File: config.mk
export PLATFORM = sky130hd
export DESIGN_NAME = cannon_result_collector_flat
export DESIGN_NICKNAME = d
export VERILOG_FILES = /design/src/rtl/cannon_pkg.sv /design/src/rtl/cannon_result_collector_if.sv /design/src/rtl/cannon_result_buffer.sv /design/src/rtl/cannon_result_collector.sv /design/src/flat_wrapper.sv
export SDC_FILE = /design/constraint.sdc
export NUM_CORES = 1
export LEC_CHECK = 0
export ABC_AREA = 1
export BUFFER_PORTS_ARGS = -buffer_cell sky130_fd_sc_hd__buf_2
export CORE_AREA = 3 3 176 178
export CTS_CLUSTER_SIZE = 40
export DETAILED_ROUTE_END_ITERATION = 12
export DIE_AREA = 0 0 179 181
export PLACE_DENSITY = 0.72
export SKIP_CTS_REPAIR_TIMING = 1
export SKIP_LAST_GASP = 1
export SLEW_MARGIN = 15
export SYNTH_ARGS = -nofsm -noshare
export SYNTH_HDL_FRONTEND = slang
export SYNTH_HIERARCHICAL = 1
export SYNTH_SLANG_ARGS = --single-unit
export TNS_END_PERCENT = 5
File: constraint.sdc
create_clock -name clk -period 1.9 [get_ports clk]
set_input_delay 0.095 -clock clk [delete_from_list [all_inputs] [get_ports clk]]
set_output_delay 0.095 -clock clk [all_outputs]
set_load 0.05 [all_outputs]
File: src/rtl/cannon_pkg.sv
// Shared definitions for the Cannon multiplier result path: default matrix
// geometry, the accumulated element width formula and the collector state encoding.
package cannon_pkg;

    localparam int N       = 3;
    localparam int WIDTH   = 16;
    localparam int C_WIDTH = 2 * WIDTH + $clog2(N);

    typedef enum logic [1:0] {
        IDLE    = 2'd0,
        COLLECT = 2'd1,
        HOLD    = 2'd2
    } collector_state_t;

endpackage

File: src/rtl/cannon_result_collector_if.sv
// Serial result stream between the Cannon multiplier (master) and the
// result collector (slave); the producer advances on any edge with c_valid && c_ready.
interface cannon_result_collector_if #(
    parameter int N     = cannon_pkg::N,
    parameter int WIDTH = cannon_pkg::WIDTH
);

    localparam int C_WIDTH = 2 * WIDTH + $clog2(N);

    logic [C_WIDTH-1:0] c_in;
    logic               c_valid;
    logic               c_ready;

    modport master (
        output c_in,
        output c_valid,
        input  c_ready
    );

    modport slave (
        input  c_in,
        input  c_valid,
        output c_ready
    );

endinterface

File: src/rtl/cannon_result_buffer.sv
// N*N frame buffer with one write port and a registered, range-checked read port.
// With COLLECTOR_SHADOW_EN a second bank is added: writes fill the back bank, reads use the front.
module cannon_result_buffer #(
    parameter int DEPTH = 9,
    parameter int AW    = 4,
    parameter int DW    = 34
) (
    input  logic          clk,
    input  logic          reset,
    input  logic          we,
    input  logic [AW-1:0] waddr,
    input  logic [DW-1:0] wdata,
    input  logic          swap,
    input  logic [AW-1:0] rd_addr,
    output logic [DW-1:0] rd_data
);

    localparam logic [AW:0] DEPTH_V = (AW + 1)'(DEPTH);

    logic rd_in_range;

    assign rd_in_range = ({1'b0, rd_addr} < DEPTH_V);

`ifdef COLLECTOR_SHADOW_EN
    logic [DW-1:0] mem [2][DEPTH];
    logic          bank_sel;

    // The last word of a frame lands in the back bank on the same edge the banks swap.
    always_ff @(posedge clk or negedge reset) begin
        if (!reset) begin
            for (int b = 0; b < 2; b++) begin
                for (int i = 0; i < DEPTH; i++) begin
                    mem[b][i] <= '0;
                end
            end
            bank_sel <= 1'b0;
            rd_data  <= '0;
        end else begin
            if (we) begin
                mem[~bank_sel][waddr] <= wdata;
            end
            if (swap) begin
                bank_sel <= ~bank_sel;
            end
            rd_data <= rd_in_range ? mem[bank_sel][rd_addr] : '0;
        end
    end
`else
    logic [DW-1:0] mem [DEPTH];

    // A read of the word being written on the same edge returns the old contents.
    always_ff @(posedge clk or negedge reset) begin
        if (!reset) begin
            for (int i = 0; i < DEPTH; i++) begin
                mem[i] <= '0;
            end
            rd_data <= '0;
        end else begin
            if (we) begin
                mem[waddr] <= wdata;
            end
            rd_data <= rd_in_range ? mem[rd_addr] : '0;
        end
    end

    logic unused_swap;
    assign unused_swap = swap;
`endif

endmodule

File: src/rtl/cannon_result_collector.sv
// Collects one N*N frame of Cannon results per capture_en into a display buffer.
// Build option COLLECTOR_SHADOW_EN double-buffers the frame so the display never sees a partial one.
module cannon_result_collector #(
    parameter int N              = cannon_pkg::N,
    parameter int WIDTH          = cannon_pkg::WIDTH,
    parameter int TIMEOUT_CYCLES = 1024
) (
    input  logic                              clk,
    input  logic                              reset,
    input  logic                              capture_en,
    cannon_result_collector_if.slave          stream,
    output logic                              busy,
    output logic                              frame_done,
    output logic                              frame_valid,
    output logic                              timeout_err,
    output logic [7:0]                        frame_count,
    input  logic [$clog2(N*N)-1:0]            rd_addr,
    output logic [2*WIDTH+$clog2(N)-1:0]      rd_data
);

    import cannon_pkg::collector_state_t;
    import cannon_pkg::IDLE;
    import cannon_pkg::COLLECT;
    import cannon_pkg::HOLD;

    localparam int C_WIDTH = 2 * WIDTH + $clog2(N);
    localparam int DEPTH   = N * N;
    localparam int AW      = $clog2(DEPTH);
    localparam int TW      = $clog2(TIMEOUT_CYCLES + 1);

    localparam logic [AW-1:0] LAST_IDX   = AW'(DEPTH - 1);
    localparam logic [TW-1:0] IDLE_LIMIT = TW'(TIMEOUT_CYCLES - 1);

    collector_state_t state;
    logic [AW-1:0]    idx;
    logic [TW-1:0]    idle_cnt;
    logic             transfer;
    logic             last_transfer;

    // Handshake is decoded from the state register alone so c_valid never loops back into c_ready.
    assign stream.c_ready = (state == COLLECT);
    assign busy           = (state == COLLECT);
    assign transfer       = stream.c_valid && (state == COLLECT);
    assign last_transfer  = transfer && (idx == LAST_IDX);

    always_ff @(posedge clk or negedge reset) begin
        if (!reset) begin
            state       <= IDLE;
            idx         <= '0;
            idle_cnt    <= '0;
            frame_done  <= 1'b0;
            frame_valid <= 1'b0;
            timeout_err <= 1'b0;
            frame_count <= '0;
        end else begin
            frame_done <= 1'b0;
            case (state)
                IDLE, HOLD: begin
                    if (capture_en) begin
                        state    <= COLLECT;
                        idx      <= '0;
                        idle_cnt <= '0;
`ifdef COLLECTOR_SHADOW_EN
                        frame_valid <= frame_valid;
`else
                        frame_valid <= 1'b0;
`endif
                    end
                end
                COLLECT: begin
                    if (transfer) begin
                        idle_cnt <= '0;
                        if (idx == LAST_IDX) begin
                            state       <= HOLD;
                            idx         <= '0;
                            frame_valid <= 1'b1;
                            frame_done  <= 1'b1;
                            frame_count <= frame_count + 8'd1;
                        end else begin
                            idx <= idx + AW'(1);
                        end
                    end else if (idle_cnt == IDLE_LIMIT) begin
                        // A stalled producer abandons the frame; frame_valid is left as it was.
                        state       <= IDLE;
                        timeout_err <= 1'b1;
                    end else begin
                        idle_cnt <= idle_cnt + TW'(1);
                    end
                end
                default: begin
                    state <= IDLE;
                end
            endcase
        end
    end

    cannon_result_buffer #(
        .DEPTH (DEPTH),
        .AW    (AW),
        .DW    (C_WIDTH)
    ) u_buffer (
        .clk     (clk),
        .reset   (reset),
        .we      (transfer),
        .waddr   (idx),
        .wdata   (stream.c_in),
        .swap    (last_transfer),
        .rd_addr (rd_addr),
        .rd_data (rd_data)
    );

endmodule

File: src/flat_wrapper.sv
// flat-port wrapper written by rule: the top's interface ports become plain ports
module cannon_result_collector_flat import cannon_pkg::collector_state_t; import cannon_pkg::IDLE; import cannon_pkg::COLLECT; import cannon_pkg::HOLD;
#(
    parameter int N              = cannon_pkg::N,
    parameter int WIDTH          = cannon_pkg::WIDTH,
    parameter int TIMEOUT_CYCLES = 1024
)
  (clk, reset, capture_en, busy, frame_done, frame_valid, timeout_err, frame_count, rd_addr, rd_data, stream_c_in, stream_c_valid, stream_c_ready);
  cannon_result_collector_if #(.N(N), .WIDTH(WIDTH)) stream_i ();
  input  logic clk;
  input  logic reset;
  input  logic capture_en;
  output logic busy;
  output logic frame_done;
  output logic frame_valid;
  output logic timeout_err;
  output logic [7:0] frame_count;
  input  logic [$clog2(N*N)-1:0] rd_addr;
  output logic [2*WIDTH+$clog2(N)-1:0] rd_data;
  input wire logic [$bits(stream_i.c_in)-1:0] stream_c_in;
  input wire logic [$bits(stream_i.c_valid)-1:0] stream_c_valid;
  output wire logic [$bits(stream_i.c_ready)-1:0] stream_c_ready;
  assign stream_i.c_in = stream_c_in;
  assign stream_i.c_valid = stream_c_valid;
  assign stream_c_ready = stream_i.c_ready;
  cannon_result_collector #(.N(N), .WIDTH(WIDTH), .TIMEOUT_CYCLES(TIMEOUT_CYCLES)) u_core (.clk(clk), .reset(reset), .capture_en(capture_en), .stream(stream_i), .busy(busy), .frame_done(frame_done), .frame_valid(frame_valid), .timeout_err(timeout_err), .frame_count(frame_count), .rd_addr(rd_addr), .rd_data(rd_data));
endmodule
==> metrics.md <==
| Metric | Value |
|---|---|
| Largest net degree at the start of global routing | `between 60 and 70` |
| Post-Synth Simple-Gate Area | `26.7%` |
| Crit path depth | `7` |
| Vias | `13,346` |
| Share of cells above drive strength 1 | `between 10% and 20%` |
| Remaining Overflow, GRT | `0` |
| Die area | `roughly 0.032 mm²` |
| Leakage | `about 0.0093 µW` |
| Area growth, synth to finish | `15.5%` |
| PwrDens | `1470 mW/mm²` |
| Avg Cell Area, Syn | `about 8.3 µm²` |
| Slew at the pin closest to its max-slew limit | `0.517 ns` |
| Post-DP HPWL | `roughly 23,000 µm` |
| CP endpoint kind | `flop` |
| Layout fillers | `approximately 2,500` |
| Drt drc | `0` |
| Crit Path Class | `reg -> reg` |
| RSZ-0062 raised after global routing | `no` |
| Final Non-Filler Cells | `roughly 2,400` |
| Slowest-stage cell, CP | `dfrtp_1` |
| Most common cell in the netlist | `nand2_1` |
| Final setup viols | `0` |
| Row count | `between 60 and 70` |
| Die W | `~180 µm` |
| Compound-gate portion of the synthesized area | `about a tenth` |
| Status | `finished, violations left` |
| 1st-pass router iterations | `5` |
| Chip height | `roughly 180 µm` |
| Yosys top cell by area | `dfrtp_1` |
| Max VDD drop | `roughly 1000 µV` |
| Reg clk slew, reported paths | `0.06 ns` |
| Drt wl/cell | `about 17 µm` |
| Worst Skew | `0.0162 ns` |
| Synth cell types | `32` |
| N_diodes | `0` |
| Flop2flop setup slack | `0.19 ns` |
| Core footprint | `0.0296 mm²` |
| Top_reg_cell synth | `dfrtp_1` |
| Synth top cells by count | `nand2_1 (735), dfrtp_1 (368), o21ai_0 (319)` |
| Minimum clock period | `1.71 ns` |
| Crit path largest cell delay | `approximately 0.40 ns` |
| Met1 Wirelength | `around 18,000 µm` |
| Synth Area in XOR/XNOR | `less than 1%` |
| Longest Clk Path Bufs | `3` |
| Seq/Total Area, Yosys | `between 50% and 60%` |
| Final hold slack | `-0.0496 ns` |
| Synthesized cell area | `0.0161 mm²` |
| Hold Path Class | `in -> reg` |
| Crit path DAT | `2.13 ns` |
| Mux cell area share after synthesis | `0%` |
| Final wirelength | `40,900 µm` |
| Antenna violations before repair | `0` |
| Vias per std cell | `5.52` |
| Multi-input logic area | `just over 0.006 mm²` |
| Clock Sinks | `368` |
| Starting Density | `approximately 55%` |
| Largest family of logic cells by synthesized area | `simple AND/OR/NAND/NOR gates` |
| WL met2 | `19,400 µm` |
| CP Data Required Time | `roughly 2.3 ns` |
| # IOs | `89` |
| Root buffer cell | `clkbuf_16` |
| Worst setup startpoint | `u_core/idle_cnt[0]` |
| Met3 Wirelength | `between 2000 and 3000 µm` |
| Post-synth ARST share | `100%` |
| Top cells by area in the synthesized netlist | `dfrtp_1 (57%), nand2_1 (17%), o21ai_0 (9.9%), nand3_1 (7.9%), inv_1 (1.6%)` |
| Syn nets | `just under 2,000` |
| Fin crit share | `89.7%` |
| DRT iter0 DRCs | `around 1,300` |
| Total power draw | `around 27,000 µW` |
| GRT Overall Usage | `around a quarter` |
| Max Slew Vio Count | `0` |
| RR Endpoint | `u_core/idle_cnt[4]` |
| FMAX | `0.586 GHz` |
| Yosys top cell area share | `between 50% and 60%` |
| Critical R2R Launch | `u_core/idle_cnt[0]` |
| Net count, final | `2,048` |
| Total CTS buffers | `40` |
| Worst Path Buf+Inv | `1` |
| Clk Latency, worst-skew pair | `between 0.5 and 0.6 ns` |
| Post-synth EDFFs | `0` |
| Mapped Cells | `slightly below 2,000` |
| CP delay by family, top | `simple AND/OR/NAND/NOR gates` |
| CP Launch Type | `flop` |
| Max FO, Critical Path | `9` |
| Dpl cells | `between 2,000 and 2,500` |
| CTS tree | `built` |
| Vias in the first global route | `about 13,000` |
| First-pass GRT wire length | `slightly below 70,000 µm` |
| CP cell instances | `ha_1, nand2_1, nor2_1, nand4_2, nand2_4, inv_2, o21ai_0` |
| Max-Cap Viols | `0` |
| Slew headroom | `between 60 and 70%` |
| Gpl congestion | `about 0.83` |
| Warning count from the yosys run | `6` |
| Post-route ant nets | `0` |
| Highest metal used | `met4` |
| Worst R2R Path Depth | `7` |
| Register Area | `roughly 0.0092 mm²` |
| Critical path destination | `u_core/idle_cnt[4]` |
| Synthesized-area fraction occupied by adder cells | `less than 1%` |
| Final hold violation count | `a little under 90` |
| Failing checks | `hold timing` |
| Htree depth | `2` |
| Yosys reg bits | `368` |
| Buffers on Ports | `88` |
## power by group
group          switching [µW]  total [µW]  internal [µW]
sequential               1660       12700          11000
clock                    2980        7780           4800
combinational            4360        6870           2510
total                    9000       27300          18300
## routing by layer
| metal | global-route usage, % | vias to the layer above |
|---|---|---|
| met5 | 0 | - |
| met4 | 8.70 | 0 |
| met3 | 4.50 | 105 |
| met2 | 41.2 | 448 |
| met1 | 36.5 | 6373 |
| li1 | - | 6420 |
## cells in the final DEF, fill, tap and decap left out, drive strengths merged
cell	count
xor2	5
xnor2	2
o21bai	1
buf	129
nand2	739
o211ai	1
nand4	12
nor3	2
a21boi	1
bufinv	4
dfrtp	368
clkbuf	61
a21oi	4
nor2	23
or2	2
nand3	253
o21ai	320
inv	73
ha	4
clkinv	5
dlygate4sd3	19
## worst min-delay path by stage
stage / from / to / slack, ns / cells after the start
floorplan: reset / u_core/frame_count[0] / -0.20 / 0
global placement: reset / u_core/u_buffer/rd_data[32] / 0.05 / 1
detailed placement: reset / u_core/u_buffer/rd_data[28] / 0.05 / 1
CTS: reset / u_core/u_buffer/mem[85] / -0.49 / 1
global route: stream_c_in[15] / u_core/u_buffer/mem[151] / 0.001 / 3
finish: stream_c_in[1] / u_core/u_buffer/mem[137] / -0.05 / 3
## logic make-up after synthesis
kind of cell,Yosys count
adders and majority gates,4
xor gates and xnor gates,7
AOI/OAI and AO/OA,327
buffers and inverters,200
DFF,368
and+or+nand+nor,1031
## registers in the layout, indices dropped and copies added (netlist names)
signal / count
u_core/idx: 4
u_core/idle_cnt: 11
u_core/frame_count: 8
u_core/state: 2
u_core/u_buffer/mem: 306
u_core/frame_valid: 1
u_core/u_buffer/rd_data: 34
u_core/frame_done: 1
u_core/timeout_err: 1
## layout make-up
| cell class | instances | share of cell area (%) |
|---|---|---|
| Sequential cell | 368 | 49.5 |
| Multi-Input combinational cell | 1369 | 32.8 |
| Timing Repair Buffer | 148 | 6.52 |
| Clock buffer | 61 | 6.34 |
| Tap cell | 390 | 2.62 |
| Inverter | 75 | 1.57 |
| Clock inverter | 7 | 0.726 |
## per-stage QoR
stage | setup slack, ns | utilization [%] | area, µm² | hold slack [ns] | TNS [ns]
finish | 0.195 | 63.0 | 18600 | -0.0496 | 0
global route | 0.00102 | 63.0 | 18600 | 0.00146 | 0
CTS | 0.185 | 62.3 | 18400 | -0.490 | 0
detailed placement | 0.201 | 57.9 | 17100 | 0.0549 | 0
global placement | 0.255 | 57.9 | 17100 | 0.0526 | 0
floorplan | -0.0164 | - | 16200 | -0.201 | -0.328
## tightest hold or removal path: stages
cell and delay, ns:
buf_2 0.07, inv_1 0.10, o21ai_0 0.17
Note: power is estimated with default switching activity, not from simulation.
